## src/rtl/i2c_pkg.sv

```systemverilog
// Shared types and constants for the I2C target receiver.
package i2c_pkg;

   typedef enum logic [2:0] {
      StIdle,
      StAddr,
      StAddrAck,
      StData,
      StDataAck,
      StIgnore
   } i2c_rx_state_t;

   localparam logic I2C_ACK      = 1'b0;
   localparam logic I2C_NACK     = 1'b1;
   localparam logic I2C_RW_WRITE = 1'b0;

   // Minimum SCL half-period in clk cycles; the SCL generator uses this value.
   localparam int unsigned I2C_SCL_HALF_PERIOD = 5;

endpackage

```

## src/rtl/i2c_bus_sync.sv

```systemverilog
// Synchronizer for one bus line: reset to idle-high, history flop, rise/fall strobes.
module i2c_bus_sync #(
   parameter int unsigned SYNC_STAGES = 2
) (
   input  logic clk,
   input  logic rst,
   input  logic line_in,
   output logic level,
   output logic rise,
   output logic fall
);

   logic [SYNC_STAGES-1:0] sync_q;
   logic                   hist_q;

   always_ff @(posedge clk) begin
      if (rst) begin
         sync_q <= '1;
         hist_q <= 1'b1;
      end else begin
         sync_q <= {sync_q[SYNC_STAGES-2:0], line_in};
         hist_q <= sync_q[SYNC_STAGES-1];
      end
   end

   always_comb begin
      level = sync_q[SYNC_STAGES-1];
      rise  = level & ~hist_q;
      fall  = ~level & hist_q;
   end

endmodule

```

## src/rtl/i2c_target_rx.sv

```systemverilog
// I2C target receiver: matches a write address, shifts in bytes MSB-first and
// drives ACK/NACK; received bytes are handed off over a valid/ready strobe.
module i2c_target_rx
   import i2c_pkg::*;
#(
   parameter logic [6:0]  TARGET_ADDR = 7'h50,
   parameter int unsigned SYNC_STAGES = 2
) (
   input  logic       clk,
   input  logic       rst,
   input  logic       scl_in,
   input  logic       sda_in,
   output logic       sda_oe,
   output logic [7:0] rx_data,
   output logic       rx_valid,
   input  logic       rx_ready,
   output logic       overflow,
   output logic       addressed
);

   logic scl_level, scl_rise, scl_fall;
   logic sda_level, sda_rise, sda_fall;
   logic start_det, stop_det;

   i2c_rx_state_t state_q, state_d;
   logic [3:0]    bit_cnt_q, bit_cnt_d;
   logic [7:0]    shift_q, shift_d;
   logic [7:0]    rx_data_q, rx_data_d;
   logic          sda_oe_q, sda_oe_d;
   logic          addressed_q, addressed_d;
   logic          rx_valid_q, rx_valid_d;
   logic          overflow_q, overflow_d;
   logic          ack_bit;

   i2c_bus_sync #(
      .SYNC_STAGES (SYNC_STAGES)
   ) u_scl_sync (
      .clk     (clk),
      .rst     (rst),
      .line_in (scl_in),
      .level   (scl_level),
      .rise    (scl_rise),
      .fall    (scl_fall)
   );

   i2c_bus_sync #(
      .SYNC_STAGES (SYNC_STAGES)
   ) u_sda_sync (
      .clk     (clk),
      .rst     (rst),
      .line_in (sda_in),
      .level   (sda_level),
      .rise    (sda_rise),
      .fall    (sda_fall)
   );

   assign start_det = sda_fall & scl_level;
   assign stop_det  = sda_rise & scl_level;

   always_ff @(posedge clk) begin
      if (rst) begin
         state_q     <= StIdle;
         bit_cnt_q   <= 4'd0;
         shift_q     <= 8'h00;
         rx_data_q   <= 8'h00;
         sda_oe_q    <= 1'b0;
         addressed_q <= 1'b0;
         rx_valid_q  <= 1'b0;
         overflow_q  <= 1'b0;
      end else begin
         state_q     <= state_d;
         bit_cnt_q   <= bit_cnt_d;
         shift_q     <= shift_d;
         rx_data_q   <= rx_data_d;
         sda_oe_q    <= sda_oe_d;
         addressed_q <= addressed_d;
         rx_valid_q  <= rx_valid_d;
         overflow_q  <= overflow_d;
      end
   end

   always_comb begin
      state_d     = state_q;
      bit_cnt_d   = bit_cnt_q;
      shift_d     = shift_q;
      rx_data_d   = rx_data_q;
      sda_oe_d    = sda_oe_q;
      addressed_d = addressed_q;
      rx_valid_d  = 1'b0;
      overflow_d  = 1'b0;
      ack_bit     = I2C_NACK;

      // Bus conditions override whatever bit processing is in progress.
      if (stop_det) begin
         state_d     = StIdle;
         sda_oe_d    = 1'b0;
         addressed_d = 1'b0;
         bit_cnt_d   = 4'd0;
      end else if (start_det) begin
         state_d     = StAddr;
         sda_oe_d    = 1'b0;
         addressed_d = 1'b0;
         bit_cnt_d   = 4'd0;
      end else begin
         case (state_q)
            StAddr, StData: begin
               if (scl_rise) begin
                  shift_d = {shift_q[6:0], sda_level};
                  if (bit_cnt_q != 4'hf) begin
                     bit_cnt_d = bit_cnt_q + 4'd1;
                  end
               end else if (scl_fall && (bit_cnt_q == 4'd8)) begin
                  if (state_q == StAddr) begin
                     if ((shift_q[7:1] == TARGET_ADDR) && (shift_q[0] == I2C_RW_WRITE)) begin
                        ack_bit = I2C_ACK;
                        state_d = StAddrAck;
                     end else begin
                        state_d = StIgnore;
                     end
                  end else begin
                     if (rx_ready) begin
                        ack_bit    = I2C_ACK;
                        rx_data_d  = shift_q;
                        rx_valid_d = 1'b1;
                     end else begin
                        overflow_d = 1'b1;
                     end
                     state_d = StDataAck;
                  end
                  sda_oe_d = (ack_bit == I2C_ACK);
               end
            end
            StAddrAck: begin
               if (scl_fall) begin
                  sda_oe_d    = 1'b0;
                  addressed_d = 1'b1;
                  bit_cnt_d   = 4'd0;
                  state_d     = StData;
               end
            end
            StDataAck: begin
               if (scl_fall) begin
                  sda_oe_d  = 1'b0;
                  bit_cnt_d = 4'd0;
                  state_d   = StData;
               end
            end
            StIdle, StIgnore: begin
               sda_oe_d = 1'b0;
            end
            default: begin
               state_d  = StIdle;
               sda_oe_d = 1'b0;
            end
         endcase
      end
   end

   always_comb begin
      sda_oe    = sda_oe_q;
      rx_data   = rx_data_q;
      rx_valid  = rx_valid_q;
      overflow  = overflow_q;
      addressed = addressed_q;
   end

endmodule

```

## config.mk

```make
export PLATFORM = sky130hd
export DESIGN_NAME = i2c_target_rx
export DESIGN_NICKNAME = d
export VERILOG_FILES = /design/src/rtl/i2c_pkg.sv /design/src/rtl/i2c_bus_sync.sv /design/src/rtl/i2c_target_rx.sv
export SDC_FILE = /design/constraint.sdc
export NUM_CORES = 1
export LEC_CHECK = 0
export CAP_MARGIN = 20
export CORE_MARGIN = 10
export CORE_UTILIZATION = 54
export DETAILED_ROUTE_END_ITERATION = 6
export PLACE_DENSITY = 0.77
export SLEW_MARGIN = 25
export SYNTH_ARGS = -nofsm -noshare
export SYNTH_HDL_FRONTEND = slang
export SYNTH_SLANG_ARGS = --single-unit
```

## constraint.sdc

```tcl
create_clock -name clk -period 1.77 [get_ports clk]
set_clock_uncertainty 0.05 [all_clocks]
set_input_delay 0.531 -clock clk [delete_from_list [all_inputs] [get_ports clk]]
set_output_delay 0.531 -clock clk [all_outputs]
set_load 0.02 [all_outputs]
```

Word level (Yosys, flattened, before mapping)
Index checks and enable logic that the tools add are counted.
{ "op_classes": {"add_sub_neg": 1, "eq_ne": 17, "n_mux": 24, "bitwise_logic": 19, "n_reduce_logical": 17} }
{ "ops": {"columns": ["cell", "count"], "rows": [
  ["$reduce_and 4->1", 4],
  ["$mux 3", 5],
  ["$mux 1", 13],
  ["$not 1->1", 13],
  ["$mux 4", 3],
  ["$ne 2x2->1 const B", 5],
  ["$pmux 3 s3", 1],
  ["$pmux 4 s2", 1],
  ["$reduce_or 2->1", 4],
  ["$eq 7x7->1 const B", 1],
  ["$reduce_and 7->1", 1],
  ["$reduce_or 7->1", 1],
  ["$and 1x1->1", 6],
  ["$eq 3x2->1 const B", 2],
  ["$eq 3x3->1 const B", 2],
  ["$ne 3x3->1 const B", 2],
  ["$add 4x1->4 const B", 1],
  ["$eq 4x4->1 const B", 1],
  ["$ne 4x4->1 const B", 1],
  ["$eq 3x1->1 const B", 1],
  ["$logic_not 3->1", 1],
  ["$ne 3x1->1 const B", 1],
  ["$reduce_and 3->1", 1],
  ["$reduce_or 3->1", 1],
  ["other kinds (5)", 6]
]} }
{ "word_totals": {"reg_bits": 33, "input_bits": 5, "output_inout_bits": 12, "wordCells": 91} }

Depth between registers and ports, before layout
Gate-level depths: netlist (run 1).
{ "logic_depth": {"word_depth": 13, "mapped_depth": 8, "mapped_depth_nobuf": 7} }

Cells and area by module
From an unflattened synthesis (run 1), not the netlist that was laid out.
{ "unflattened": {"hier_cells": 143, "area_unflattened_um2": 1410.1} }
{ "by_module_without_submodules": {"columns": ["mod", "n_inst", "cells_each", "area_per_inst_um2", "seq_area_each_um2"], "rows": [
  ["i2c_target_rx", 1, 127, 1224.9, 540.5],
  ["i2c_bus_sync", 2, 8, 92.6, 60.1]
]} }

Least setup slack after synthesis (run 1)
Ideal clock, no wire load.
{ "synth_path": {"kind": "reg2reg", "start": "reg bit_cnt_q[0]", "end": "reg rx_data_q[4] (netlist: rx_data[4])", "arrival_time_ns": 1.413, "required_ns": 1.592, "setup_slack_ns": 0.179, "stages_incl_launch_ff": 9, "cell_sequence": "dfxtp_1 inv_1 ha_1 and4bb_2 and2_4 nand4_1 buf_6 mux2i_1 nor2_1"} }
{ "synth_between": {"elab_chain_len": 3} }
{ "synth_lines": {"columns": ["element", "line_no", "rtl"], "rows": [
  ["start, declared", "i2c_target_rx.sv:26", "logic [3:0] bit_cnt_q, bit_cnt_d;"],
  ["start signal, assigned", "i2c_target_rx.sv:72", "bit_cnt_q <= bit_cnt_d;"],
  ["$eq 4x4->1", "i2c_target_rx.sv:112", "end else if (scl_fall && (bit_cnt_q == 4'd8)) begin"],
  ["$logic_and 1x1->1", "i2c_target_rx.sv:112", null],
  ["$reduce_and 7->1 (no line)", null, null],
  ["end signal, assigned", "i2c_target_rx.sv:74", "rx_data_q <= rx_data_d;"],
  ["end, declared", "i2c_target_rx.sv:28", "logic [7:0] rx_data_q, rx_data_d;"]
]} }
No other way between the ends.
A chain may end at the register's enable or synchronous reset.

Worst setup path after layout (run 1)
{ "layout_path": {"start": "reg bit_cnt_q[0]", "end": "reg rx_data_q[0] (netlist: rx_data[0])"} }
The elaborated chain is that of the path after synthesis.

==> impl_metrics.env, run 1 <==
export IMPL_synth_cells=148
export IMPL_core_area_mm2=0.00252
export IMPL_floorplan_die_area_mm2=0.00518
export IMPL_crit_path_cell_trace="inv_2 > ha_1 > and4bb_2 > and2_4 > nand4_1 > buf_4 > mux2i_1 > nor2_1"
export IMPL_combined_flip_flop_and_latch_cell_area_um2=663
export IMPL_gr_usage_met3_pct=6.12
export IMPL_chipWidth_um=72.0
export IMPL_worst_setup_path_start_kind="flip-flop"
export IMPL_syn_nets=155
export IMPL_antenna_found_initial=0
export IMPL_post_layout_utilization_of_the_core_pct=67.3
export IMPL_multi_input_comb_area_um2=737
export IMPL_placement_cell_area_mm2=0.00164
export IMPL_required_time_at_the_endpoint_of_the_critical_path_ns=1.95
export IMPL_cpLargestDelayFamily="simple AND/OR/NAND/NOR gates"
export IMPL_insertion_delay_ns=0.33
export IMPL_slowest_cell_delay_on_critical_path_ns=0.36
export IMPL_num_antenna_cells=0
export IMPL_top_area_cell_type_share_of_the_netlist_area_pct=45.3
export IMPL_start_util_pct=57.8
export IMPL_period_needed_ns=1.66
export IMPL_grt_first_pass_wirelength_mm=4.60
export IMPL_postRouteAntennaNets=0
export IMPL_routed_wirelength_mm=2.77
export IMPL_grt_busiest_layer="met2"
export IMPL_timing_fmax_mhz=603
export IMPL_synth_seq_cells=33
export IMPL_cts_tree="done"
export IMPL_synth_main_ff_cell="sky130_fd_sc_hd__dfxtp_1"
export IMPL_yosys_area_top_type="sky130_fd_sc_hd__dfxtp_1"
export IMPL_fin_area_mm2=0.00170
export IMPL_synth_yosys_warnings=0
export IMPL_synthArstFlopShare_pct=0
export IMPL_final_layout_size_suffix_gt1_share_pct=20.5
export IMPL_finalSetupViolCount=0
export IMPL_via_count=1103
export IMPL_grt_pass1_vias=1096
export IMPL_ff2ff_path_depth=8
export IMPL_critPathMaxFanout=4
export IMPL_root_buffer="sky130_fd_sc_hd__clkbuf_4"
export IMPL_groute_usage_overall_pct=11.0
export IMPL_yosys_top_cells_area="sky130_fd_sc_hd__dfxtp_1 (45%), sky130_fd_sc_hd__mux2i_1 (12%), sky130_fd_sc_hd__nor2_1 (7.5%)"
export IMPL_p_seq_share_pct=62.3
export IMPL_final_hold_viols=0
export IMPL_yosysMostFrequentCell="sky130_fd_sc_hd__dfxtp_1"
export IMPL_clock_tree_htree_level_count=2
export IMPL_hpwl_mm=1.99
export IMPL_port_buffers=16
export IMPL_grt_start_max_net_pins=21
export IMPL_worst_slew_pin_slew_ns=0.456
export IMPL_groute_layer_met1_usage_pct=11.7
export IMPL_most_frequent_cells_after_synthesis="sky130_fd_sc_hd__dfxtp_1 (33), sky130_fd_sc_hd__nor2_1 (29), sky130_fd_sc_hd__mux2i_1 (17), sky130_fd_sc_hd__nand2_1 (8), sky130_fd_sc_hd__or2_2 (6)"
export IMPL_post_synth_cell_area_avg_um2=9.85
export IMPL_cts_made_buffers=5
export IMPL_hp_class="reg -> reg"
export IMPL_dr_first_iter_drc_count=62
export IMPL_max_cap_viol_count=0
export IMPL_routabilityCongestion=0.854
export IMPL_num_nets_final=177
export IMPL_timing_final_max_slew_violations=0
export IMPL_grt_overflow=0
export IMPL_run_status="finished, final reports clean"
export IMPL_timing_worst_setup_path_type="reg -> reg"
export IMPL_postCtsHoldBufs=0
export IMPL_critical_path_buf_inv_count=2
export IMPL_detail_route_first_pass_iterations=4
export IMPL_worstHoldPathCells=1
export IMPL_netlist_cell_type_count=43
export IMPL_fill_cells=213
export IMPL_critPathArrivalTime_ns=1.84
export IMPL_rows=18
export IMPL_met2_usage_pct=17.4
export IMPL_die_height_um=72.0
export IMPL_via_per_inst=5.49
export IMPL_clock_sinks=33
export IMPL_io_pins=17
export IMPL_power_ir_vdd_worst_mv=0.594
export IMPL_clock_path_buffers=2
export IMPL_pwr_share_clk_pct=32.7
export IMPL_synth_edff_count=0
export IMPL_timing_critical_path_depth=8
export IMPL_slew_limit_headroom_pct=69.5
export IMPL_flow_area_growth_from_synthesis_pct=16.5
export IMPL_post_synth_instance_area_mm2=0.00146
export IMPL_drt_wirelength_per_cell_um=13.8
export IMPL_final_min_period_over_clock_period_pct=93.7
export IMPL_clk_transition_reported_paths_ns=0.10
export IMPL_synth_sequential_area_ratio_pct=45.3
export IMPL_slowest_stage="sky130_fd_sc_hd__dfxtp_2"
export IMPL_total_leakage_power_nw=0.781
export IMPL_netSwitchingFraction_pct=23.2
export IMPL_timing_critical_path_to_type="flip-flop"
export IMPL_timing_setup_tns_ns=0
export IMPL_power_combinational_fraction_pct=5.0
export IMPL_drc=0
export IMPL_power_density_mw_per_mm2=713
export IMPL_netSwitchingPower_uw=281
export IMPL_cellInternalPower_uw=929
[path summary, 6_finish.rpt]
| kind | to | slack, ns | startpoint |
|---|---|---|---|
| worst max-delay path | rx_data[0] | 0.11 | bit_cnt_q[0] |
| worst min-delay path | u_scl_sync.sync_q[1] | 0.36 | u_scl_sync.sync_q[0] |
| worst max register to register | rx_data[0] | 0.11 | bit_cnt_q[0] |
| worst min register to register | u_scl_sync.sync_q[1] | 0.36 | u_scl_sync.sync_q[0] |
[cells by family after synthesis]
kind of cell / synth area share (%)
XOR/XNOR: 1.80
flip-flops: 45.3
AO/OA/AOI/OAI: 8.76
adder cells (fa/ha/maj): 1.72
multiplexers: 11.7
buffers and inverters: 4.72
AND/OR/NAND/NOR: 26.0
[flip-flops by register name, summed over array words and instances, names as in the netlist]
| signal | cells |
|---|---|
| overflow | 1 |
| u_sda_sync.hist_q | 1 |
| u_scl_sync.hist_q | 1 |
| sda_oe | 1 |
| bit_cnt_q | 4 |
| state_q | 3 |
| shift_q | 8 |
| rx_valid | 1 |
| addressed | 1 |
| u_sda_sync.sync_q | 2 |
| rx_data | 8 |
| u_scl_sync.sync_q | 2 |
[per-layer routing]
metal	vias to the layer above	part of all wire (%)	wire length, um
met5	-	0	0
met1	522	45	1250
met3	5	7.8	215
li1	550	-	-
met4	0	1.6	45
met2	26	46	1260
[layout make-up]
type                    instances  share of cell area (%)
multi-input cells             104                    43.4
flip-flops and latches         33                    39.1
repair buffers                 22                    11.4
clock buffers                   6                    2.43
well taps                      30                    2.21
inverters                       4                   0.884
clock inverters                 2                   0.590
[repair_timing]
item	4_1_cts	5_1_grt
endpoints found under the setup margin	12	9
resized for setup	12	6
buffers inserted	0	0
hold endpoints to repair	0	0
gates cloned	0	1
[power by group through the flow]
stage	sequential, mW	clock, mW	combinational (mW)
after floorplan	0.770	0	0.0393
after global placement	0.771	0	0.0587
after detailed placement	0.771	0	0.0597
after CTS	0.754	0.408	0.0600
after global routing	0.755	0.440	0.0659
final	0.754	0.396	0.0600
[cells in the final DEF (no fill, tap or decap), types with 4 or more instances in the layout]
cell / instances
sky130_fd_sc_hd__buf_4: 5
sky130_fd_sc_hd__mux2i_1: 17
sky130_fd_sc_hd__clkdlybuf4s50_1: 4
sky130_fd_sc_hd__or2_2: 6
sky130_fd_sc_hd__dfxtp_1: 31
sky130_fd_sc_hd__nand2_1: 8
sky130_fd_sc_hd__clkbuf_4: 5
sky130_fd_sc_hd__nor2_1: 29
sky130_fd_sc_hd__a21oi_1: 5
sky130_fd_sc_hd__dlygate4sd2_1: 12
[metrics by stage]
step | power (mW) | instances | hold slack, ns | setup WS, ns
finish | 1.21 | 201 | 0.361 | 0.111
global route | 1.26 | 201 | 0.380 | -0.0110
CTS | 1.22 | 200 | 0.367 | 0.0342
detailed placement | 0.831 | 192 | 0.348 | 0.0436
global placement | 0.830 | 192 | 0.341 | 0.0522
floorplan | 0.809 | 148 | 0.339 | 0.179
(Power assumes the default switching activity.)
==> inputs of run 2 (changes only) <==
Settings changed: ABC_AREA from default to 1, SKIP_LAST_GASP from default to 1.
==> run 2 against run 1 <==
  * Die area down 0.25%
  * Power up 36%
  * Sequential power up 6.9%
  * Clock-buffer cell count down 1
  * Via count up 18%
  * Sequential share of layout area down 0.63 points
  * Global-route usage up 1.4 points
  * Non-clock buffer count down 2
  * Fmax up 1.4%
  * Flip-flop and latch count unchanged
==> impl_metrics.env, run 2 <==
export IMPL_slowest_stage="sky130_fd_sc_hd__dfxtp_1"
export IMPL_slowest_cell_delay_on_critical_path_ns=0.36
export IMPL_grt_overflow=0
export IMPL_root_buffer="sky130_fd_sc_hd__clkbuf_4"
export IMPL_routed_wirelength_mm=3.03
export IMPL_final_hold_viols=0
export IMPL_timing_worst_setup_path_type="reg -> out"
export IMPL_rows=18
export IMPL_grt_pass1_vias=1225
export IMPL_core_area_mm2=0.00252
export IMPL_timing_fmax_mhz=611
export IMPL_cts_tree="done"
export IMPL_dr_first_iter_drc_count=75
export IMPL_syn_nets=207
export IMPL_synth_cells=200
export IMPL_finalSetupViolCount=0
export IMPL_run_status="finished, final reports clean"
export IMPL_detail_route_first_pass_iterations=4
export IMPL_chipWidth_um=71.9
export IMPL_worst_setup_path_start_kind="flip-flop"
export IMPL_total_leakage_power_nw=0.807
export IMPL_drc=0
export IMPL_mostFrequentLayoutCell="sky130_fd_sc_hd__nor2_1"
export IMPL_die_height_um=71.9
export IMPL_routabilityCongestion=0.864
export IMPL_synthArstFlopShare_pct=0
export IMPL_clock_path_buffers=2
export IMPL_final_layout_size_suffix_gt1_share_pct=11.6
export IMPL_cpLargestDelayFamily="flip-flops"
export IMPL_crit_path_cell_trace="dlygate4sd2_1"
export IMPL_critPathArrivalTime_ns=1.05
export IMPL_final_min_period_over_clock_period_pct=92.4
export IMPL_grt_first_pass_wirelength_mm=5.24
export IMPL_grt_start_max_net_pins=17
export IMPL_critPathMaxFanout=2
export IMPL_numPlacedInstances=247
export IMPL_hp_class="reg -> reg"
export IMPL_critical_path_buf_inv_count=1
export IMPL_synth_edff_count=0
export IMPL_placement_cell_area_mm2=0.00166
export IMPL_total_power_mw=1.65
export IMPL_io_pins=17
export IMPL_insertion_delay_ns=0.34
export IMPL_post_synth_instance_area_mm2=0.00145
export IMPL_timing_setup_tns_ns=0
export IMPL_synth_main_ff_cell="sky130_fd_sc_hd__dfxtp_1"
export IMPL_hpwl_mm=2.31
export IMPL_num_nets_final=231
export IMPL_postCtsHoldBufs=0
export IMPL_clk_transition_reported_paths_ns=0.10
export IMPL_synth_seq_cells=33
export IMPL_via_per_inst=5.11
export IMPL_antenna_found_initial=0
export IMPL_power_ir_vdd_worst_mv=0.854
export IMPL_postCtsSetupRepairBufs=0
export IMPL_start_util_pct=57.6
export IMPL_synth_sequential_area_ratio_pct=45.5
export IMPL_post_cts_resized=12
export IMPL_max_cap_viol_count=0
export IMPL_num_antenna_cells=0
export IMPL_layout_common_cells="sky130_fd_sc_hd__nor2_1 (39), sky130_fd_sc_hd__dfxtp_1 (33), sky130_fd_sc_hd__inv_1 (30), sky130_fd_sc_hd__nand2_1 (26), sky130_fd_sc_hd__o21ai_0 (23)"
export IMPL_post_synth_cell_area_avg_um2=7.26
export IMPL_rsz_0062_raised_after_global_routing="false"
export IMPL_timing_critical_path_to_type="output pin"
export IMPL_period_needed_ns=1.64
export IMPL_rrSetupSlack_ns=0.20
export IMPL_cts_made_buffers=5
export IMPL_hold_ws_ns=0.372
export IMPL_clock_tree_htree_level_count=2
export IMPL_final_cells=254
export IMPL_top_area_cell_type_share_of_the_netlist_area_pct=45.5
export IMPL_groute_usage_overall_pct=12.5
export IMPL_synth_yosys_warnings=0
export IMPL_timing_final_max_slew_violations=0
export IMPL_yosysMostFrequentCell="sky130_fd_sc_hd__nor2_1"
export IMPL_clock_sinks=33
export IMPL_power_density_mw_per_mm2=959
export IMPL_required_time_at_the_endpoint_of_the_critical_path_ns=1.19
export IMPL_yosys_area_top_type="sky130_fd_sc_hd__dfxtp_1"
export IMPL_drt_wirelength_per_cell_um=11.9
export IMPL_worst_slew_pin_slew_ns=0.317
export IMPL_fin_area_mm2=0.00172
export IMPL_slew_limit_headroom_pct=78.8
export IMPL_postRouteAntennaNets=0
export IMPL_fill_cells=226
export IMPL_netlist_cell_type_count=28
export IMPL_port_buffers=16
export IMPL_flow_area_growth_from_synthesis_pct=18.3
export IMPL_via_count=1298
export IMPL_yosys_top_cells_area="sky130_fd_sc_hd__dfxtp_1 (45%), sky130_fd_sc_hd__nor2_1 (10%), sky130_fd_sc_hd__o21ai_0 (7.9%)"
export IMPL_most_frequent_cells_after_synthesis="sky130_fd_sc_hd__nor2_1 (39), sky130_fd_sc_hd__dfxtp_1 (33), sky130_fd_sc_hd__inv_1 (30), sky130_fd_sc_hd__nand2_1 (26), sky130_fd_sc_hd__o21ai_0 (23)"
export IMPL_floorplan_die_area_mm2=0.00516
[run 2: cell types whose count changed after synthesis, sizes merged, moves of 3 or more]
| cell | delta |
|---|---|
| a21oi | +7 |
| buf | -3 |
| inv | +27 |
| mux2i | -17 |
| nand2 | +20 |
| nand2b | -3 |
| nand3 | +6 |
| nor2 | +12 |
| nor3 | +4 |
| o21ai | +22 |
[run 2: layout make-up]
class | count | area (um2) | area share, %
Clock buffer | 5 | 37.5 | 2.18
Clock inverter | 2 | 35.0 | 2.04
Inverter | 32 | 121 | 7.06
Multi-Input combinational cell | 132 | 652 | 37.9
Sequential cell | 33 | 661 | 38.4
Tap cell | 30 | 37.5 | 2.18
Timing Repair Buffer | 20 | 175 | 10.2
[run 2: cell families (layout without fill, tap and decap cells)]
group                      count (synthesis)  in the layout  synth area share (%)
DFF                                       33             33                  45.5
AOI/OAI and AO/OA                         37             37                  12.8
buffers and inverters                     35             59                  9.65
xor gates and xnor gates                   1              1                 0.603
adders and majority gates                  2              2                  1.72
and+or+nand+nor                           92             92                  29.7
[run 2: metal layers]
layer | track usage (%) | wire [um] | up-vias
met5 | 0 | 0 | -
met4 | 7.10 | 65 | 0
met3 | 4.55 | 237 | 8
met2 | 20.8 | 1430 | 38
met1 | 13.3 | 1290 | 579
li1 | - | - | 673
[run 2: worst paths after layout]
check,cells after the start,start,to
setup / recovery,1,rx_data[0],rx_data[0]
hold / removal,1,u_sda_sync.sync_q[0],u_sda_sync.sync_q[1]
setup reg to reg,10,bit_cnt_q[0],rx_data[6]
hold reg to reg,1,u_sda_sync.sync_q[0],u_sda_sync.sync_q[1]
[run 2: metrics by stage]
step | util, % | setup WS (ns)
after floorplan | - | 0.417
after global placement | 65.9 | 0.000680
after detailed placement | 65.9 | -0.129
after CTS | 68.2 | 0.123
after global routing | 68.2 | 0.00323
final | 68.2 | 0.134
[run 2: report_power, final]
group          total (mW)  leakage (nW)  internal [mW]  switching, mW
clock network       0.547        0.0410          0.287          0.259
logic               0.297         0.498          0.109          0.188
registers           0.806         0.267          0.775         0.0306
==> inputs of run 3 (changes only) <==
Settings changed: CORE_MARGIN 10 to 1.
==> run 3 against run 2 <==
  * Cell count unchanged
  * Power is 3.2% higher
  * Clock-buffer cell count increased by 1
==> impl_metrics.env, run 3 (synthesis gave the netlist of run 2 again) <==
export IMPL_grt_first_pass_wirelength_mm=4.43
export IMPL_grt_pass1_vias=1100
export IMPL_grt_start_max_net_pins=19
export IMPL_num_antenna_cells=0
export IMPL_final_cells=254
export IMPL_combined_flip_flop_and_latch_cell_area_um2=661
export IMPL_final_layout_size_suffix_gt1_share_pct=11.6
export IMPL_clock_tree_htree_level_count=2
export IMPL_clock_path_buffers=2
export IMPL_num_nets_final=230
export IMPL_critPathMaxFanout=2
export IMPL_floorplan_die_area_mm2=0.00290
export IMPL_slowest_stage="sky130_fd_sc_hd__dfxtp_1"
export IMPL_cts_tree="done"
export IMPL_detail_route_first_pass_iterations=4
export IMPL_run_status="finished, final reports clean"
export IMPL_rows=18
export IMPL_finalSetupViolCount=0
export IMPL_core_area_mm2=0.00250
export IMPL_clock_sinks=33
export IMPL_mostFrequentLayoutCell="sky130_fd_sc_hd__nor2_1"
export IMPL_drt_wirelength_per_cell_um=10.6
export IMPL_clk_transition_reported_paths_ns=0.11
export IMPL_multi_input_comb_area_um2=652
export IMPL_root_buffer="sky130_fd_sc_hd__clkbuf_4"
export IMPL_placement_cell_area_mm2=0.00167
export IMPL_postLayoutSetupSlackWorst_ns=0.173
export IMPL_post_layout_utilization_of_the_core_pct=69.6
export IMPL_postRouteAntennaNets=0
export IMPL_timing_fmax_mhz=626
export IMPL_numPlacedInstances=246
export IMPL_postCtsHoldBufs=0
export IMPL_total_power_mw=1.70
export IMPL_routed_wirelength_mm=2.68
export IMPL_chipWidth_um=53.9
export IMPL_worst_setup_path_start_kind="flip-flop"
export IMPL_required_time_at_the_endpoint_of_the_critical_path_ns=1.19
export IMPL_timing_critical_path_to_type="output pin"
export IMPL_drc=0
export IMPL_start_util_pct=58.1
export IMPL_critical_path_buf_inv_count=1
export IMPL_power_ir_vdd_worst_mv=0.789
export IMPL_slowest_cell_delay_on_critical_path_ns=0.34
export IMPL_grt_overflow=0
export IMPL_via_count=1283
export IMPL_layout_common_cells="sky130_fd_sc_hd__nor2_1 (39), sky130_fd_sc_hd__dfxtp_1 (33), sky130_fd_sc_hd__inv_1 (30), sky130_fd_sc_hd__nand2_1 (26), sky130_fd_sc_hd__o21ai_0 (23)"
export IMPL_groute_usage_overall_pct=22.1
export IMPL_dpl_worst_slack_ns=-0.0243
export IMPL_period_needed_ns=1.60
export IMPL_flow_area_growth_from_synthesis_pct=19.8
export IMPL_die_height_um=53.9
export IMPL_hpwl_mm=2.07
export IMPL_via_per_inst=5.05
export IMPL_worst_slew_pin_slew_ns=0.336
export IMPL_insertion_delay_ns=0.34
export IMPL_slew_limit_headroom_pct=77.6
export IMPL_crit_path_cell_trace="dlygate4sd2_1"
export IMPL_timing_worst_setup_path_type="reg -> out"
export IMPL_final_hold_viols=0
export IMPL_rsz_0062_raised_after_global_routing="false"
export IMPL_final_min_period_over_clock_period_pct=90.2
export IMPL_io_pins=17
export IMPL_antenna_found_initial=0
export IMPL_hold_ws_ns=0.374
export IMPL_timing_final_max_slew_violations=0
export IMPL_routabilityCongestion=0.845
export IMPL_dr_first_iter_drc_count=24
export IMPL_fill_cells=224
export IMPL_hp_class="reg -> reg"
export IMPL_fin_area_mm2=0.00174
export IMPL_timing_setup_tns_ns=0
export IMPL_critPathArrivalTime_ns=1.02
export IMPL_power_density_mw_per_mm2=977
export IMPL_cts_made_buffers=5
export IMPL_max_cap_viol_count=0
export IMPL_port_buffers=16
export IMPL_cpLargestDelayFamily="flip-flops"
export IMPL_total_leakage_power_nw=0.810
## run 3: cell types whose count changed in the layout (fill, tap and decap cells not counted), sizes merged
cell	previous run	this run
buf	4	3
clkbuf	5	6
clkinv	2	1
clkinvlp	0	1
## run 3: report_power, final
group,internal [mW],switching (mW),total (mW)
sequential,0.775,0.0302,0.805
clock,0.336,0.266,0.601
combinational,0.111,0.184,0.295
total,1.22,0.479,1.70
## run 3: path summary, 6_finish.rpt
| path | slack (ns) | to | cells past startpoint | start |
|---|---|---|---|---|
| hold / removal | 0.37 | u_sda_sync.sync_q[1] | 1 | u_sda_sync.sync_q[0] |
| setup reg to reg | 0.20 | rx_data[1] | 10 | bit_cnt_q[0] |
| hold reg to reg | 0.37 | u_sda_sync.sync_q[1] | 1 | u_sda_sync.sync_q[0] |
| setup / recovery | 0.17 | rx_data[3] | 1 | rx_data[3] |
## run 3: layer usage
| layer | track usage, % | vias up | part of all wire [%] |
|---|---|---|---|
| li1 | - | 682 | - |
| met1 | 25.4 | 569 | 48 |
| met2 | 36.2 | 27 | 46 |
| met3 | 5.93 | 5 | 5.1 |
| met4 | 13.2 | 0 | 0.93 |
| met5 | 0 | - | 0 |
## run 3: cell type report
class / instances / area share, %
flip-flops and latches: 33 / 38.0
multi-input cells: 132 / 37.5
repair buffers: 19 / 10.4
inverters: 32 / 6.97
clock buffers: 6 / 2.95
clock inverters: 2 / 2.16
well taps: 30 / 2.16
## run 3: timing repair
| item | in CTS | in global routing |
|---|---|---|
| setup endpoints to repair | 12 | 0 |
| setup buffers | 0 | 0 |
| gates resized for setup | 12 | 0 |
